**config.mk**
```make
export PLATFORM = sky130hd
export DESIGN_NAME = drp_target
export DESIGN_NICKNAME = d
export VERILOG_FILES = /design/src/rtl/drp_pkg.sv /design/src/rtl/drp_regfile.sv /design/src/rtl/drp_target.sv
export SDC_FILE = /design/constraint.sdc
export NUM_CORES = 1
export LEC_CHECK = 0
export CAP_MARGIN = 30
export CORE_MARGIN = 1.5
export CORE_UTILIZATION = 25
export CTS_BUF_LIST = sky130_fd_sc_hd__clkbuf_4 sky130_fd_sc_hd__clkbuf_8
export CTS_CLUSTER_SIZE = 25
export DETAILED_ROUTE_END_ITERATION = 7
export GPL_TIMING_DRIVEN = 0
export PLACE_DENSITY = 0.47
export RECOVER_POWER = 25
export SYNTH_ARGS = -nofsm -noshare
export SYNTH_HDL_FRONTEND = slang
export SYNTH_HIERARCHICAL = 1
export SYNTH_SLANG_ARGS = --single-unit
```
**constraint.sdc**
```tcl
create_clock -name clk -period 2.47 [get_ports clk]
set_clock_uncertainty 0.2 [all_clocks]
set_input_delay 0.494 -clock clk [delete_from_list [all_inputs] [get_ports clk]]
set_output_delay 0.494 -clock clk [all_outputs]
set_load 0.1 [all_outputs]
```
**src/rtl/drp_pkg.sv**
```systemverilog
// Shared DRP definitions: FSM encoding, default widths and the ID register location.
package drp_pkg;

    typedef enum logic [1:0] {
        ST_IDLE = 2'd0,
        ST_WAIT = 2'd1,
        ST_DONE = 2'd2
    } drp_state_e;

    localparam int DRP_ADDR_W = 6;
    localparam int DRP_DATA_W = 4;
    localparam logic [DRP_DATA_W-1:0] DRP_ID_VAL = 4'hA;

    // The ID register always sits at the top address of the bank.
    function automatic int drp_id_addr(input int aw);
        return (1 << aw) - 1;
    endfunction

    localparam int DRP_ID_ADDR = drp_id_addr(DRP_ADDR_W);

endpackage

```
**src/rtl/drp_regfile.sv**
```systemverilog
// DRP configuration bank: one write port, one combinational read port,
// with the top address decoded as a read-only ID register.
module drp_regfile
    import drp_pkg::*;
#(
    parameter int                ADDR_W = DRP_ADDR_W,
    parameter int                DATA_W = DRP_DATA_W,
    parameter logic [DATA_W-1:0] ID_VAL = DATA_W'(DRP_ID_VAL)
) (
    input  logic              clk,
    input  logic              rst,
    input  logic              we,
    input  logic [ADDR_W-1:0] waddr,
    input  logic [DATA_W-1:0] wdata,
    input  logic [ADDR_W-1:0] raddr,
    output logic [DATA_W-1:0] rdata
);

    localparam int                DEPTH   = 2 ** ADDR_W;
    localparam logic [ADDR_W-1:0] ID_ADDR = ADDR_W'(drp_id_addr(ADDR_W));

    logic [DATA_W-1:0] bank [DEPTH];

    // Bank storage; writes to the ID address are dropped so it stays read-only.
    always_ff @(posedge clk) begin
        if (rst) begin
            for (int i = 0; i < DEPTH; i++) bank[i] <= '0;
        end else if (we && (waddr != ID_ADDR)) begin
            bank[waddr] <= wdata;
        end
    end

    assign rdata = (raddr == ID_ADDR) ? ID_VAL : bank[raddr];

endmodule

```
**src/rtl/drp_target.sv**
```systemverilog
// DRP target endpoint: accepts DEN strobes from the DRP master, waits LAT
// cycles, completes the access against the register bank and pulses DRDY.
module drp_target
    import drp_pkg::*;
#(
    parameter int                ADDR_W = DRP_ADDR_W,
    parameter int                DATA_W = DRP_DATA_W,
    parameter int                LAT    = 2,
    parameter logic [DATA_W-1:0] ID_VAL = DATA_W'(DRP_ID_VAL)
) (
    input  logic              clk,
    input  logic              rst,
    input  logic              DEN,
    input  logic              DWE,
    input  logic [ADDR_W-1:0] DADDR,
    input  logic [DATA_W-1:0] DI,
    output logic              DRDY,
    output logic [DATA_W-1:0] DO,
    output logic              busy,
    output logic              err
);

    if (LAT < 0 || LAT > 15) begin : g_bad_lat
        $error("drp_target: LAT must be within 0..15");
    end

    localparam logic [3:0] LAT_CNT = 4'(LAT);

    drp_state_e        state;
    logic [3:0]        cnt;
    logic              we_q;
    logic [ADDR_W-1:0] addr_q;
    logic [DATA_W-1:0] di_q;
    logic [DATA_W-1:0] rdata;
    logic              rf_we;

    // The access completes on the edge that leaves DONE: the write lands in
    // the bank and the read data is captured together with DRDY. A request
    // accepted on that same edge is therefore always ordered after it.
    assign rf_we = (state == ST_DONE) && we_q;

    drp_regfile #(
        .ADDR_W (ADDR_W),
        .DATA_W (DATA_W),
        .ID_VAL (ID_VAL)
    ) u_regfile (
        .clk   (clk),
        .rst   (rst),
        .we    (rf_we),
        .waddr (addr_q),
        .wdata (di_q),
        .raddr (addr_q),
        .rdata (rdata)
    );

    // busy is decoded straight from the state register, so it stays registered.
    assign busy = (state == ST_WAIT);

    // Request FSM: accept in IDLE/DONE, count wait states, complete from DONE.
    always_ff @(posedge clk) begin
        if (rst) begin
            state  <= ST_IDLE;
            cnt    <= '0;
            we_q   <= 1'b0;
            addr_q <= '0;
            di_q   <= '0;
            DRDY   <= 1'b0;
            DO     <= '0;
            err    <= 1'b0;
        end else begin
            DRDY <= 1'b0;
            DO   <= '0;
            case (state)
                ST_IDLE, ST_DONE: begin
                    if (state == ST_DONE) begin
                        DRDY <= 1'b1;
                        DO   <= we_q ? '0 : rdata;
                    end
                    if (DEN) begin
                        we_q   <= DWE;
                        addr_q <= DADDR;
                        di_q   <= DI;
                        cnt    <= LAT_CNT;
                        state  <= (LAT == 0) ? ST_DONE : ST_WAIT;
                    end else begin
                        state <= ST_IDLE;
                    end
                end
                ST_WAIT: begin
                    // A strobe here would clobber the in-flight request; flag it instead.
                    if (DEN) err <= 1'b1;
                    cnt <= cnt - 4'd1;
                    if (cnt == 4'd1) state <= ST_DONE;
                end
                default: state <= ST_IDLE;
            endcase
        end
    end

endmodule
```
==> out/results.ini <==
[timing]
worst_pin_slew_ps=961.3
fin_setup_tns_ps=-9176
setup_viol=80
layout_setup_ws_ps=-349.9
fmax_mhz=354.6
min_period_ps=2820
fin_crit_sh_pct=114.2
maxSlewViolCount=0
grt_setup_unrepaired=true
slew_headroom_pct=36.17
hold_violations=0

[drt]
ant_nets=0
drc=0
drt_iter0_drc=914
totalWireLength_um=44850
via_per_inst=5.037
vias=8910
wl_per_cell_um=25.35
firstDrtPassIters=5

[synthesis]
synthCells=968
ys_seq_area_share_pct=63.33
synth_edf_count=256
synthArstFlopShare_pct=0
synth_top_cell_by_area=edfxtp_1
synthTopCellsByArea=edfxtp_1 60%, mux4_2 11%, nor2_1 5.3%
synthFlopType=edfxtp_1
synth_most_common_cell=edfxtp_1
ys_seq_elements=279
synthDistinctLibCells=53
synth_top_area_share_pct=59.75
syn_area_um2=12860
synth_area_per_cell_um2=13.29
yosys_warnings=6
synth_common_cells=256 x edfxtp_1, 182 x nor2_1, 86 x and3_1

[clock_network]
cts_buffers=50
cts_tree=done
clock_path_buffers=3
cts_sinks=279
clk_latency_ps=610
holdBufCountCts=0
clk_pin_slew_worst_paths_ps=60
clockRootBuffer=clkbuf_8
htreeDepth=2

[floorplan]
core_area_um2=50480
die_x_um=229.8
dieArea_um2=52830
pin_count=21
die_h_um=229.8
start_util_pct=25.49
num_rows=82

[run_status]
violations=negative setup slack
status=finished with violations

[setup_path]
cp_max_fo=8
critPathRequiredTime_ps=2770
path_class=reg2reg
arrival_ps=3120
cp-start-kind=flip-flop
cp-end-kind=flip-flop

[cells_and_area]
areaGrowthSynthToFinish_pct=20.63
antenna_cells=0
drive_above_1_share_pct=23.61
fin_nets=1077
final_area_um2=15520

[global_route]
grt_pass1_wl_um=63250
grt_start_max_net_pins=15
overflow=0
antenna_found_initial=1
first_global_vias=8963
grt_usage_pct=16.78

[placed_design]
placed_area_um2=13990
gp_congestion=0.8474
dpl.hpwl_um=30460
io_buffers=20

[power]
leakage_nw=5.718
ir_worst_vdd_uv=351.3
powerDensity_nw_per_um2=688.8

[worst_hold_path]
hp-class=in2reg

[job]
maxCapViolCount=0

==> cell type report <==
cell class	instances	area [um2]
multi-input combinational	591	4404
clock inverter	15	61.31
timing repair buffer	44	451.7
fill	5138	34960
clock buffer	73	910.9
inverter	6	27.53
buffer	89	663.1
tap	672	840.8
sequential	279	8159
==> through the flow <==
stage	util (%)	instances	hold slack [ps]	total power, mW	setup slack [ps]
2_1_floorplan	-	971	235.1	5.998	-35.63
3_3_place_gp	27.58	1663	254.2	6.380	-1449
3_5_place_dp	27.72	1669	246.5	6.389	-1218
4_1_cts	30.54	1768	193.2	10.76	-341.8
5_1_grt	30.74	1769	258.5	11.04	-358.4
6_report	30.74	1769	228.1	10.69	-349.9
==> worst max-delay path: stages (launching register included) <==
cell and delay [ps]:
dfxtp_4 360, buf_12 150, mux4_2 550, mux4_2 510
a22o_1 240, or4b_4 520, and2_4 170
==> state kept, by name, indices dropped and copies added (netlist names), 2 cells and up <==
signal,count
u_regfile/bank,256
di_q,4
DO,4
state,2
cnt,4
addr_q,6
==> routing by layer <==
layer | vias to the layer above | global-route usage (%) | share of wire (%)
met2 | 390 | 26.38 | 46
li1 | 3798 | - | -
met1 | 4640 | 22.99 | 43
met4 | 0 | 6.046 | 3.1
met3 | 82 | 3.212 | 7.9
met5 | - | 0 | 0
==> cell usage in the layout, fill, tap and decap left out, types with 7 or more instances in the layout <==
cell | Yosys | layout
edfxtp_1 | 256 | 256
nor2_1 | 182 | 181
and3_1 | 86 | 86
mux4_2 | 60 | 63
nand2_1 | 63 | 61
clkbuf_8 | 0 | 61
a21o_1 | 63 | 59
clkbuf_1 | 68 | 38
clkbuf_2 | 0 | 23
a21oi_1 | 22 | 21
dfxtp_1 | 23 | 18
buf_4 | 4 | 18
clkbuf_4 | 0 | 18
clkdlybuf4s50_1 | 0 | 12
clkinv_1 | 1 | 11
mux2i_1 | 14 | 11
buf_12 | 0 | 10
nand3_1 | 10 | 8
nor2b_1 | 7 | 7
a22oi_1 | 10 | 7
==> cell families (layout without fill, tap and decap cells) <==
family,Yosys count,after routing,share of synthesized area [%]
compound gates,112,112,6.079
fa+ha+maj,2,2,0.1945
buf+inv,101,227,3.258
flops,279,279,63.33
mux,82,82,12.76
other cells,1,4,0.02915
simple gates,391,391,14.35
==> path summary, 6_finish.rpt <==
check / slack [ps] / depth (start not counted) / to / from
max: -350 / 6 / DO[3] / addr_q[0]
min: 230 / 3 / addr_q[1] / DADDR[1]
max reg2reg: -350 / 6 / DO[3] / addr_q[0]
min reg2reg: 250 / 2 / di_q[0] / di_q[0]
==> timing repair <==
item	4_1_cts	5_1_grt
resized for setup	131	40
buffers inserted	14	2
gates cloned	0	2
pin swaps	2	2
setup endpoints to repair	416	341
==> where the power goes <==
part	internal (mW)	switching (mW)	total, mW
sequential	5.31	0.0744	5.38
clock	2.34	1.94	4.28
combinational	0.403	0.629	1.03
Power figures use the tool's default switching activity.
